==> src/rtl/serial_deserializer_if.sv <==
// Bus bundle for serial_deserializer: serial input side, parallel output handshake and status.
interface serial_deserializer_if #(
  parameter int unsigned WIDTH = 8
);
  localparam int unsigned CW = (WIDTH > 1) ? $clog2(WIDTH) : 1;

  logic             ser_in;
  logic             ser_valid;
  logic             frame_start;
  logic             lsb_first;
  logic             data_ready;
  logic [WIDTH-1:0] data_out;
  logic             data_valid;
  logic             busy;
  logic [CW-1:0]    bit_count;
  logic             overrun;
  logic             frame_err;

  modport master (
    output ser_in, ser_valid, frame_start, lsb_first, data_ready,
    input  data_out, data_valid, busy, bit_count, overrun, frame_err
  );

  modport slave (
    input  ser_in, ser_valid, frame_start, lsb_first, data_ready,
    output data_out, data_valid, busy, bit_count, overrun, frame_err
  );
endinterface

==> src/rtl/serial_deserializer.sv <==
// Framed serial-to-parallel converter with selectable bit order, valid/ready output
// handshake, sticky overrun flag and abort detection.
module serial_deserializer #(
  parameter int unsigned WIDTH = 8
) (
  input  logic                  clk,
  input  logic                  rst,
  serial_deserializer_if.slave  bus
);
  localparam int unsigned CW = (WIDTH > 1) ? $clog2(WIDTH) : 1;

  typedef enum logic {IDLE, SHIFT} state_t;

  state_t           state_q, state_d;
  logic [WIDTH-1:0] sr_q, sr_d;
  logic [WIDTH-1:0] dout_q, dout_d;
  logic [WIDTH-1:0] shifted;
  logic [CW-1:0]    cnt_q, cnt_d;
  logic             lsb_q, lsb_d;
  logic             dv_q, dv_d;
  logic             ov_q, ov_d;
  logic             fe_q, fe_d;
  logic             last_bit;
  logic             complete;

  // Shift direction follows the order latched at frame start, not the live input.
  always_comb begin
    if (lsb_q) shifted = {bus.ser_in, sr_q[WIDTH-1:1]};
    else       shifted = {sr_q[WIDTH-2:0], bus.ser_in};
  end

  assign last_bit = (cnt_q == CW'(WIDTH - 1));

  always_ff @(posedge clk) begin
    if (rst) begin
      state_q <= IDLE;
      sr_q    <= '0;
      dout_q  <= '0;
      cnt_q   <= '0;
      lsb_q   <= 1'b0;
      dv_q    <= 1'b0;
      ov_q    <= 1'b0;
      fe_q    <= 1'b0;
    end else begin
      state_q <= state_d;
      sr_q    <= sr_d;
      dout_q  <= dout_d;
      cnt_q   <= cnt_d;
      lsb_q   <= lsb_d;
      dv_q    <= dv_d;
      ov_q    <= ov_d;
      fe_q    <= fe_d;
    end
  end

  always_comb begin
    state_d  = state_q;
    sr_d     = sr_q;
    dout_d   = dout_q;
    cnt_d    = cnt_q;
    lsb_d    = lsb_q;
    dv_d     = dv_q;
    ov_d     = ov_q;
    fe_d     = 1'b0;
    complete = 1'b0;

    if (dv_q && bus.data_ready) dv_d = 1'b0;

    unique case (state_q)
      IDLE: begin
        if (bus.ser_valid && bus.frame_start) begin
          state_d = SHIFT;
          lsb_d   = bus.lsb_first;
          cnt_d   = CW'(1);
          sr_d    = '0;
          if (bus.lsb_first) sr_d[WIDTH-1] = bus.ser_in;
          else               sr_d[0]       = bus.ser_in;
        end
      end
      SHIFT: begin
        if (bus.ser_valid) begin
          // A restart wins over completion, even on the last bit of the frame.
          if (bus.frame_start) begin
            fe_d  = 1'b1;
            lsb_d = bus.lsb_first;
            cnt_d = CW'(1);
            sr_d  = '0;
            if (bus.lsb_first) sr_d[WIDTH-1] = bus.ser_in;
            else               sr_d[0]       = bus.ser_in;
          end else if (last_bit) begin
            complete = 1'b1;
            state_d  = IDLE;
            cnt_d    = '0;
            sr_d     = shifted;
          end else begin
            sr_d  = shifted;
            cnt_d = cnt_q + CW'(1);
          end
        end
      end
      default: state_d = IDLE;
    endcase

    // A word may land when the holding register is empty or being drained this cycle.
    if (complete) begin
      if (!dv_q || bus.data_ready) begin
        dout_d = shifted;
        dv_d   = 1'b1;
      end else begin
        ov_d = 1'b1;
      end
    end
  end

  assign bus.data_out   = dout_q;
  assign bus.data_valid = dv_q;
  assign bus.busy       = (state_q == SHIFT);
  assign bus.bit_count  = cnt_q;
  assign bus.overrun    = ov_q;
  assign bus.frame_err  = fe_q;
endmodule

==> src/flat_wrapper.sv <==
// flat-port wrapper written by rule: the top's interface ports become plain ports
module serial_deserializer_flat 
#(
  parameter int unsigned WIDTH = 8
)
  (clk, rst, bus_ser_in, bus_ser_valid, bus_frame_start, bus_lsb_first, bus_data_ready, bus_data_out, bus_data_valid, bus_busy, bus_bit_count, bus_overrun, bus_frame_err);
  serial_deserializer_if #(.WIDTH(WIDTH)) bus_i ();
  input  logic clk;
  input  logic rst;
  input wire logic [$bits(bus_i.ser_in)-1:0] bus_ser_in;
  input wire logic [$bits(bus_i.ser_valid)-1:0] bus_ser_valid;
  input wire logic [$bits(bus_i.frame_start)-1:0] bus_frame_start;
  input wire logic [$bits(bus_i.lsb_first)-1:0] bus_lsb_first;
  input wire logic [$bits(bus_i.data_ready)-1:0] bus_data_ready;
  output wire logic [$bits(bus_i.data_out)-1:0] bus_data_out;
  output wire logic [$bits(bus_i.data_valid)-1:0] bus_data_valid;
  output wire logic [$bits(bus_i.busy)-1:0] bus_busy;
  output wire logic [$bits(bus_i.bit_count)-1:0] bus_bit_count;
  output wire logic [$bits(bus_i.overrun)-1:0] bus_overrun;
  output wire logic [$bits(bus_i.frame_err)-1:0] bus_frame_err;
  assign bus_i.ser_in = bus_ser_in;
  assign bus_i.ser_valid = bus_ser_valid;
  assign bus_i.frame_start = bus_frame_start;
  assign bus_i.lsb_first = bus_lsb_first;
  assign bus_i.data_ready = bus_data_ready;
  assign bus_data_out = bus_i.data_out;
  assign bus_data_valid = bus_i.data_valid;
  assign bus_busy = bus_i.busy;
  assign bus_bit_count = bus_i.bit_count;
  assign bus_overrun = bus_i.overrun;
  assign bus_frame_err = bus_i.frame_err;
  serial_deserializer #(.WIDTH(WIDTH)) u_core (.clk(clk), .rst(rst), .bus(bus_i));
endmodule
==> config.mk <==
export PLATFORM = sky130hd
export DESIGN_NAME = serial_deserializer_flat
export DESIGN_NICKNAME = d
export VERILOG_FILES = /design/src/rtl/serial_deserializer_if.sv /design/src/rtl/serial_deserializer.sv /design/src/flat_wrapper.sv
export SDC_FILE = /design/constraint.sdc
export NUM_CORES = 1
export LEC_CHECK = 0
export ABC_CLOCK_PERIOD_IN_PS = 1500
export CORE_ASPECT_RATIO = 1.5
export CORE_MARGIN = 10
export CORE_UTILIZATION = 49
export CTS_CLUSTER_DIAMETER = 40
export DETAILED_ROUTE_END_ITERATION = 6
export PLACE_DENSITY_LB_ADDON = 0.08
export SYNTH_ARGS = -nofsm -noshare
export SYNTH_HDL_FRONTEND = slang
export SYNTH_SLANG_ARGS = --single-unit
==> constraint.sdc <==
create_clock -name clk -period 1.5 [get_ports clk]
set_input_delay 0.3 -clock clk [delete_from_list [all_inputs] [get_ports clk]]
set_output_delay 0.3 -clock clk [all_outputs]
set_load 0.01 [all_outputs]
==> impl_results.md, run 1 <==
- Outcome: finished, final reports clean
- Post-Route M1 WL: 1020 um
- Synthesized Nets: 119
- CTS tree: built
- RSZ-0062 raised after global routing: no
- Inserted Clock Buffers: 3
- Area grow syn2layout: 26.6%
- DR top layer: met4
- Post-CTS Resized: 15
- Hold_buf cts: 0
- Total gr overflow: 0
- Worst Path Required: 1.70 ns
- Wire length per cell: 15.0 um
- Synth Instances: 110
- Logic pwr share: 10.1%
- Hold EP: u_core.bus.overrun
- Wire length on met3: 129 um
- Sink Count: 24
- R2r setup slk: 0.19 ns
- DR DRC count: 0
- DRT Wirelength: 2390 um
- Leading register cell type out of synthesis: dfxtp_1
- # diodes: 0
- Vias in the first global route: 970
- Crit. End Element: flip-flop
- Slowest-stage cell, CP: clkdlybuf4s50_1
- CTS clk-pin slew, worst paths: 0.13 ns
- Post-synth design cell area: 0.00109 mm2
- Clock Skews: 0.00788 ns
- Post-synthesis cell type count: 30
- Worst slew margin: 81.1%
- Synth async-reset ratio: 0%
- RePlAce Congestion: 0.798
- Period minus WS final: 1.32 ns
- Htree depth: 1
- Nets: 147
- CP bufs+invs: 1
- Largest delay share family, worst path: simple AND/OR/NAND/NOR gates
- Hold depth: 2
- Pre-antenna DRT Iters: 4
- Antenna-violating nets left: 0
- CP Class: input pin to flip-flop
- Total GRT Usage: 11.1%
- Rows: 20
- Largest net degree at the start of global routing: 15
- Crit path cell chain: clkdlybuf4s50_1 > and3b_4 > and3_4 > a211oi_2
- R2R Path End: u_core.bus.data_out[5]
- Leakage: 0.558 nW
- HP Start: u_core.bus.overrun
- Post-CTS Setup Inserts: 0
- NetSw: 0.000254 W
- Pint: 0.000852 W
- Hpwl dp: 1870 um
- Vias per cell: 5.64
- Power Total: 0.00111 W
- Max-cap viol count: 0
- Crit-path max FO: 11
- Seq pwr share: 59.3%
- Root Driver: clkbuf_4
- Switching part of the total: 23.0%
- EDFF count, synth: 0
- Vias: 897
- Die height: 77.9 um
- Core area: 0.00208 mm2
- Clk buf depth: 2
- Fin. max-slew vios: 0
- Pwr Density: 798 mW/mm2
- CP arrival: 1.52 ns
- Max Freq: 0.756 GHz
- CP Launch Point: bus_frame_start
- Pin slew with the least headroom to its limit: 0.275 ns
- Initial antenna violation count: 0
- Setup TNS: 0 ns
- VDD IR-drop max: 0.000511 V
- Crit-path max cell delay: 0.45 ns
- Hold crit path type: flip-flop to flip-flop
- Worst R2R Path Depth: 5
- Initial DRC count: 15
- Yosys reg bits: 24
- Fin crit share: 88.2%
- Syn_area_per_cell: 9.95 um2
- Clk_lat worst skew: 0.31 ns
- FF-to-FF Start: u_core.bus.bit_count[1]
- Share of cells above drive strength 1: 20.4%
- First-pass GRT wire length: 4240 um
- Synth Warn #: 0
- Clock share of power: 30.6%
- Die Footprint: 0.00456 mm2
- Startpoint class of the critical path: input pin
- Commonest non-fill, non-tap cells in the layout: dfxtp_1 (23), dlygate4sd2_1 (14), buf_4 (11)
- Fin. Hold Viols: 0
- # setup viols final: 0
- Register area share after synthesis: 43.9%
- Starting density of the core: 52.7%
- Port Buffers: 21
- Most common cell after layout, fill and taps aside: dfxtp_1
- Met2 Routed Length: 1220 um
- IO Count: 22
- Die Span X: 58.6 um
## logic make-up after synthesis
family | after synthesis | share of synthesized area, %
DFF | 24 | 43.9
adders and majority gates | 2 | 2.29
AOI/OAI and AO/OA | 36 | 26.5
and+or+nand+nor | 29 | 14.9
buffers and inverters | 12 | 5.94
muxes | 7 | 6.51
## worst register-to-register path: cells and delay by family, from the launching register on
family,cells,cell delay [ns]
adders and majority gates,2,0.41
DFF,1,0.38
AOI/OAI and AO/OA,2,0.29
buffers and inverters,1,0.15
## through the flow
| stage | instances | area, um2 | util, % | hold WS (ns) | setup slack [ns] |
|---|---|---|---|---|---|
| after floorplan | 110 | 1090 | - | 0.446 | 0.246 |
| after global placement | 155 | 1360 | 65.5 | 0.445 | -0.126 |
| after detailed placement | 155 | 1360 | 65.5 | 0.455 | -0.162 |
| after CTS | 159 | 1380 | 66.5 | 0.482 | 0.0122 |
| after global routing | 159 | 1390 | 66.7 | 0.497 | 0.0362 |
| final | 159 | 1390 | 66.7 | 0.480 | 0.178 |
## power by group through the flow
| stage | Sequential [W] | Combinational [W] | Clock (W) |
|---|---|---|---|
| 5_1_grt | 0.000658 | 0.000125 | 0.000361 |
| 6_report | 0.000656 | 0.000112 | 0.000338 |
| 4_1_cts | 0.000656 | 0.000113 | 0.000341 |
| 2_1_floorplan | 0.000671 | 0.0000600 | 0 |
| 3_3_place_gp | 0.000670 | 0.000113 | 0 |
| 3_5_place_dp | 0.000670 | 0.000116 | 0 |
## synthesized netlist by cell type (2+ instances only)
cell       number  share of area, %
ha_1            2               2.3
nor2b_1         2               1.1
buf_4           2               1.4
dfxtp_1        24                44
a31oi_1         9               5.1
inv_1           3               1.0
clkbuf_1        2              0.69
nand3b_1        3               2.1
nand2_1         6               2.1
nand2b_1        3               1.7
o21ai_0         3               1.4
buf_2           4               1.8
a21oi_1         5               2.3
nor2_1          9               3.1
mux2i_1         6               5.5
a2bb2oi_1       6               4.8
a211oi_2        8               9.1
## final cells by class
cell class | count | area (um2)
Inverter | 3 | 11.3
Clock buffer | 4 | 36.3
Timing Repair Buffer | 32 | 278
Tap cell | 22 | 27.5
Multi-Input combinational cell | 74 | 552
Sequential cell | 24 | 482
Fill cell | 172 | 691
## routing by layer
layer  global-route usage (%)  vias to the layer above
li1                         -                      464
met1                     11.7                      421
met2                     19.2                       10
met3                     4.07                        2
met4                     3.92                        0
met5                        0                        -
## worst max-delay path by stage
stage	cells after the start	end	slack, ns
floorplan	6	u_core.bus.bit_count[1]	0.25
global placement	4	u_core.bus.data_out[3]	-0.13
detailed placement	4	u_core.bus.data_out[5]	-0.16
CTS	1	bus_frame_err	0.01
global route	5	u_core.bus.data_out[5]	0.04
finish	4	u_core.bus.data_out[5]	0.18
## registers in the layout, indices dropped and copies added, names as in the netlist
signal                 count
u_core.bus.frame_err       1
u_core.bus.data_out        8
u_core.sr_q                8
u_core.bus.data_valid      1
u_core.lsb_q               1
u_core.bus.overrun         1
u_core.bus.busy            1
u_core.bus.bit_count       3
No activity file was read; power rests on OpenSTA's default activity.
==> inputs of run 2 (changes only) <==
--- a/config.mk
+++ b/config.mk
@@ -7,7 +7,6 @@
 export LEC_CHECK = 0
 export ABC_CLOCK_PERIOD_IN_PS = 1500
 export CORE_ASPECT_RATIO = 1.5
-export CORE_MARGIN = 10
 export CORE_UTILIZATION = 49
 export CTS_CLUSTER_DIAMETER = 40
 export DETAILED_ROUTE_END_ITERATION = 6
==> run 2 against run 1 <==
  * Sequential power about the same
  * Final area up 2.5%
  * Non-clock buffer count up 2
  * Final cell count is 1.3% higher
  * Via count up 0.78%
  * Critical path type unchanged
  * Largest cell class unchanged
  * Highest routed layer unchanged
==> impl_results.md, run 2 (same netlist as run 1, synthesis figures left out) <==
- Worst Path Required: 1.71 ns (about the same)
- Vias per cell: 5.61 (-0.47%)
- Slowest-stage cell, CP: clkdlybuf4s50_1
- DR DRC count: 0 (unchanged)
- Inserted Clock Buffers: 3 (unchanged)
- Met3 usage: 3.35% (-0.73 points)
- RSZ-0062 raised after global routing: no
- Core area: 0.00208 mm2 (unchanged)
- Max Freq: 0.717 GHz (-5.2%)
- Crit-path max FO: 11 (unchanged)
- Startpoint class of the critical path: input pin
- Fillers: 180 (+4.7%)
- Nets: 149 (+1.4%)
- Rows: 20 (unchanged)
- # setup viols final: 0 (unchanged)
- Period minus WS final: 1.39 ns (+0.0725 ns)
- Layout Utilization: 68.4% (+1.7 points)
- Fin. max-slew vios: 0 (unchanged)
- Grt peak-use layer: met2
- Crit. End Element: flip-flop
- Most common cell after layout, fill and taps aside: dfxtp_1
- VDD IR-drop max: 0.000575 V (+13%)
- # diodes: 0 (unchanged)
- Port Buffers: 21 (unchanged)
- Commonest non-fill, non-tap cells in the layout: dfxtp_1 (21), dlygate4sd2_1 (13), buf_4 (13)
- Antenna-violating nets left: 0 (unchanged)
- Sink Count: 24 (unchanged)
- Clock Skews: 0.00891 ns (+0.00103 ns)
- Area grow syn2layout: 29.8%
- Wire length per cell: 14.5 um (-3.6%)
- Layout Cell Area excl Fill: 0.00142 mm2 (+2.5%)
- CP Class: input pin to flip-flop
- Initial antenna violation count: 0 (unchanged)
- Pin slew with the least headroom to its limit: 0.272 ns (-0.00290 ns)
- Max-cap viol count: 0 (unchanged)
- Leakage: 0.592 nW (+6.1%)
- Root Driver: clkbuf_4
- CTS tree: built
- DRT Wirelength: 2330 um (-2.4%)
- Vias in the first global route: 858 (-12%)
- CTS clk-pin slew, worst paths: 0.13 ns (about the same)
- Hpwl dp: 1740 um (-7.2%)
- Initial DRC count: 13 (-2)
- Worst R2R Path Depth: 5 (unchanged)
- Finished Layout Cells: 161 (+1.3%)
- Largest net degree at the start of global routing: 15 (unchanged)
- Total GRT Usage: 21.5% (+10 points)
- Hold crit path type: flip-flop to flip-flop
- R2R Path End: u_core.bus.data_out[6]
- Die height: 59.9 um (-23%)
- Crit-path max cell delay: 0.50 ns (+0.05 ns)
- Fin crit share: 93.0% (+4.8 points)
- Worst slew margin: 81.3% (+0.20 points)
- Worst setup path endpoint: u_core.bus.data_out[7]
- Grt met1 use: 25.2% (+13 points)
- Area of the multi-input gates: 549 um2 (-0.45%)
- Total gr overflow: 0 (unchanged)
- Post-CTS Setup Inserts: 0 (unchanged)
- CP Launch Point: bus_frame_start
- WHS: 0.479 ns (-0.00110 ns)
- Met2 Use GR: 38.3% (+19 points)
- Storage element area: 484 um2 (+0.52%)
- R2r setup slk: 0.17 ns (-0.02 ns)
- Fin. Hold Viols: 0 (unchanged)
- Inst Count DP: 157 (+1.3%)
- CP arrival: 1.60 ns (+0.08 ns)
- Vias: 904 (+0.78%)
- First-pass GRT wire length: 3660 um (-14%)
- Share of cells above drive strength 1: 22.3% (+1.9 points)
- Pwr Density: 873 mW/mm2 (+9.3%)
- Htree depth: 1 (unchanged)
- Starting density of the core: 52.7% (unchanged)
- Outcome: finished, final reports clean
- Clk_lat worst skew: 0.31 ns (about the same)
- Pre-antenna DRT Iters: 4 (unchanged)
- Clk buf depth: 2 (unchanged)
- Placement Cell Area: 0.00138 mm2 (+1.1%)
- Crit path cell chain: clkdlybuf4s50_1 > and3b_4 > and3_4 > a211oi_2
- Die Footprint: 0.00243 mm2 (-47%)
- IO Count: 22 (unchanged)
- Die Span X: 40.6 um (-31%)
- FF-to-FF Start: u_core.bus.bit_count[0]
- RePlAce Congestion: 0.672 (-16%)
run 2: cell types whose count changed in the layout (fill, tap and decap cells not counted):
cell,previous run,this run
dlygate4sd2_1,14,13
dfxtp_1,23,21
bufinv_16,0,1
dlymetal6s2s_1,1,2
ha_1,1,2
ha_2,1,0
clkbuf_8,1,0
dfxtp_2,1,3
buf_4,11,13
run 2: cell type report:
cell class                 instances  area share [%]
sequential                        24            34.1
timing repair buffer              34            20.9
inverter                           3           0.792
clock inverter                     1            2.11
clock buffer                       3            1.58
tap                               22            1.94
multi-input combinational         74            38.6
run 2: worst min path at each step:
| stage | from | slack (ns) | to | cells past startpoint |
|---|---|---|---|---|
| 2_1_floorplan | u_core.sr_q[7] | 0.45 | u_core.sr_q[7] | 2 |
| 3_3_place_gp | u_core.bus.overrun | 0.45 | u_core.bus.overrun | 2 |
| 3_5_place_dp | u_core.bus.overrun | 0.46 | u_core.bus.overrun | 2 |
| 4_1_cts | u_core.bus.overrun | 0.48 | u_core.bus.overrun | 2 |
| 5_1_grt | u_core.bus.overrun | 0.52 | u_core.bus.overrun | 2 |
| 6_report | u_core.bus.overrun | 0.48 | u_core.bus.overrun | 2 |
run 2: stage by stage:
stage / setup TNS, ns / setup slack, ns / power [W]
detailed placement: -2.79 / -0.220 / 0.000790
CTS: 0 / 0.00360 / 0.00125
global placement: -2.65 / -0.202 / 0.000788
global route: 0 / 0.0303 / 0.00128
floorplan: 0 / 0.246 / 0.000731
finish: 0 / 0.105 / 0.00124
run 2: worst max-delay path: cells and delay by family:
kind,cells,cell delay [ns]
AND/OR/NAND/NOR,2,0.71
buffers and inverters,1,0.50
AO/OA/AOI/OAI,1,0.08
run 2: layer usage:
metal,vias up,share of wire (%)
met5,-,0
met4,0,0.43
met3,2,3.6
met2,15,51
met1,421,45
li1,466,-
run 2: repair_timing:
item,CTS,global route
endpoints found under the setup margin,13,2
hold buffers,0,0
gates cloned,0,0
resized for setup,16,2
run 2: where the power goes:
group	switching, W	internal, W	leakage [nW]	total [W]
registers	0.00000661	0.000649	0.195	0.000655
clock network	0.000196	0.000270	0.0279	0.000466
logic	0.0000587	0.0000601	0.369	0.000119
total	0.000262	0.000979	0.592	0.00124
==> inputs of run 3 (changes only) <==
--- a/config.mk
+++ b/config.mk
@@ -11,6 +11,7 @@
 export CTS_CLUSTER_DIAMETER = 40
 export DETAILED_ROUTE_END_ITERATION = 6
 export PLACE_DENSITY_LB_ADDON = 0.08
+export SLEW_MARGIN = 20
 export SYNTH_ARGS = -nofsm -noshare
 export SYNTH_HDL_FRONTEND = slang
 export SYNTH_SLANG_ARGS = --single-unit
==> results of run 3 <==
Final layout, timing and power as in run 2 (identical DEF).
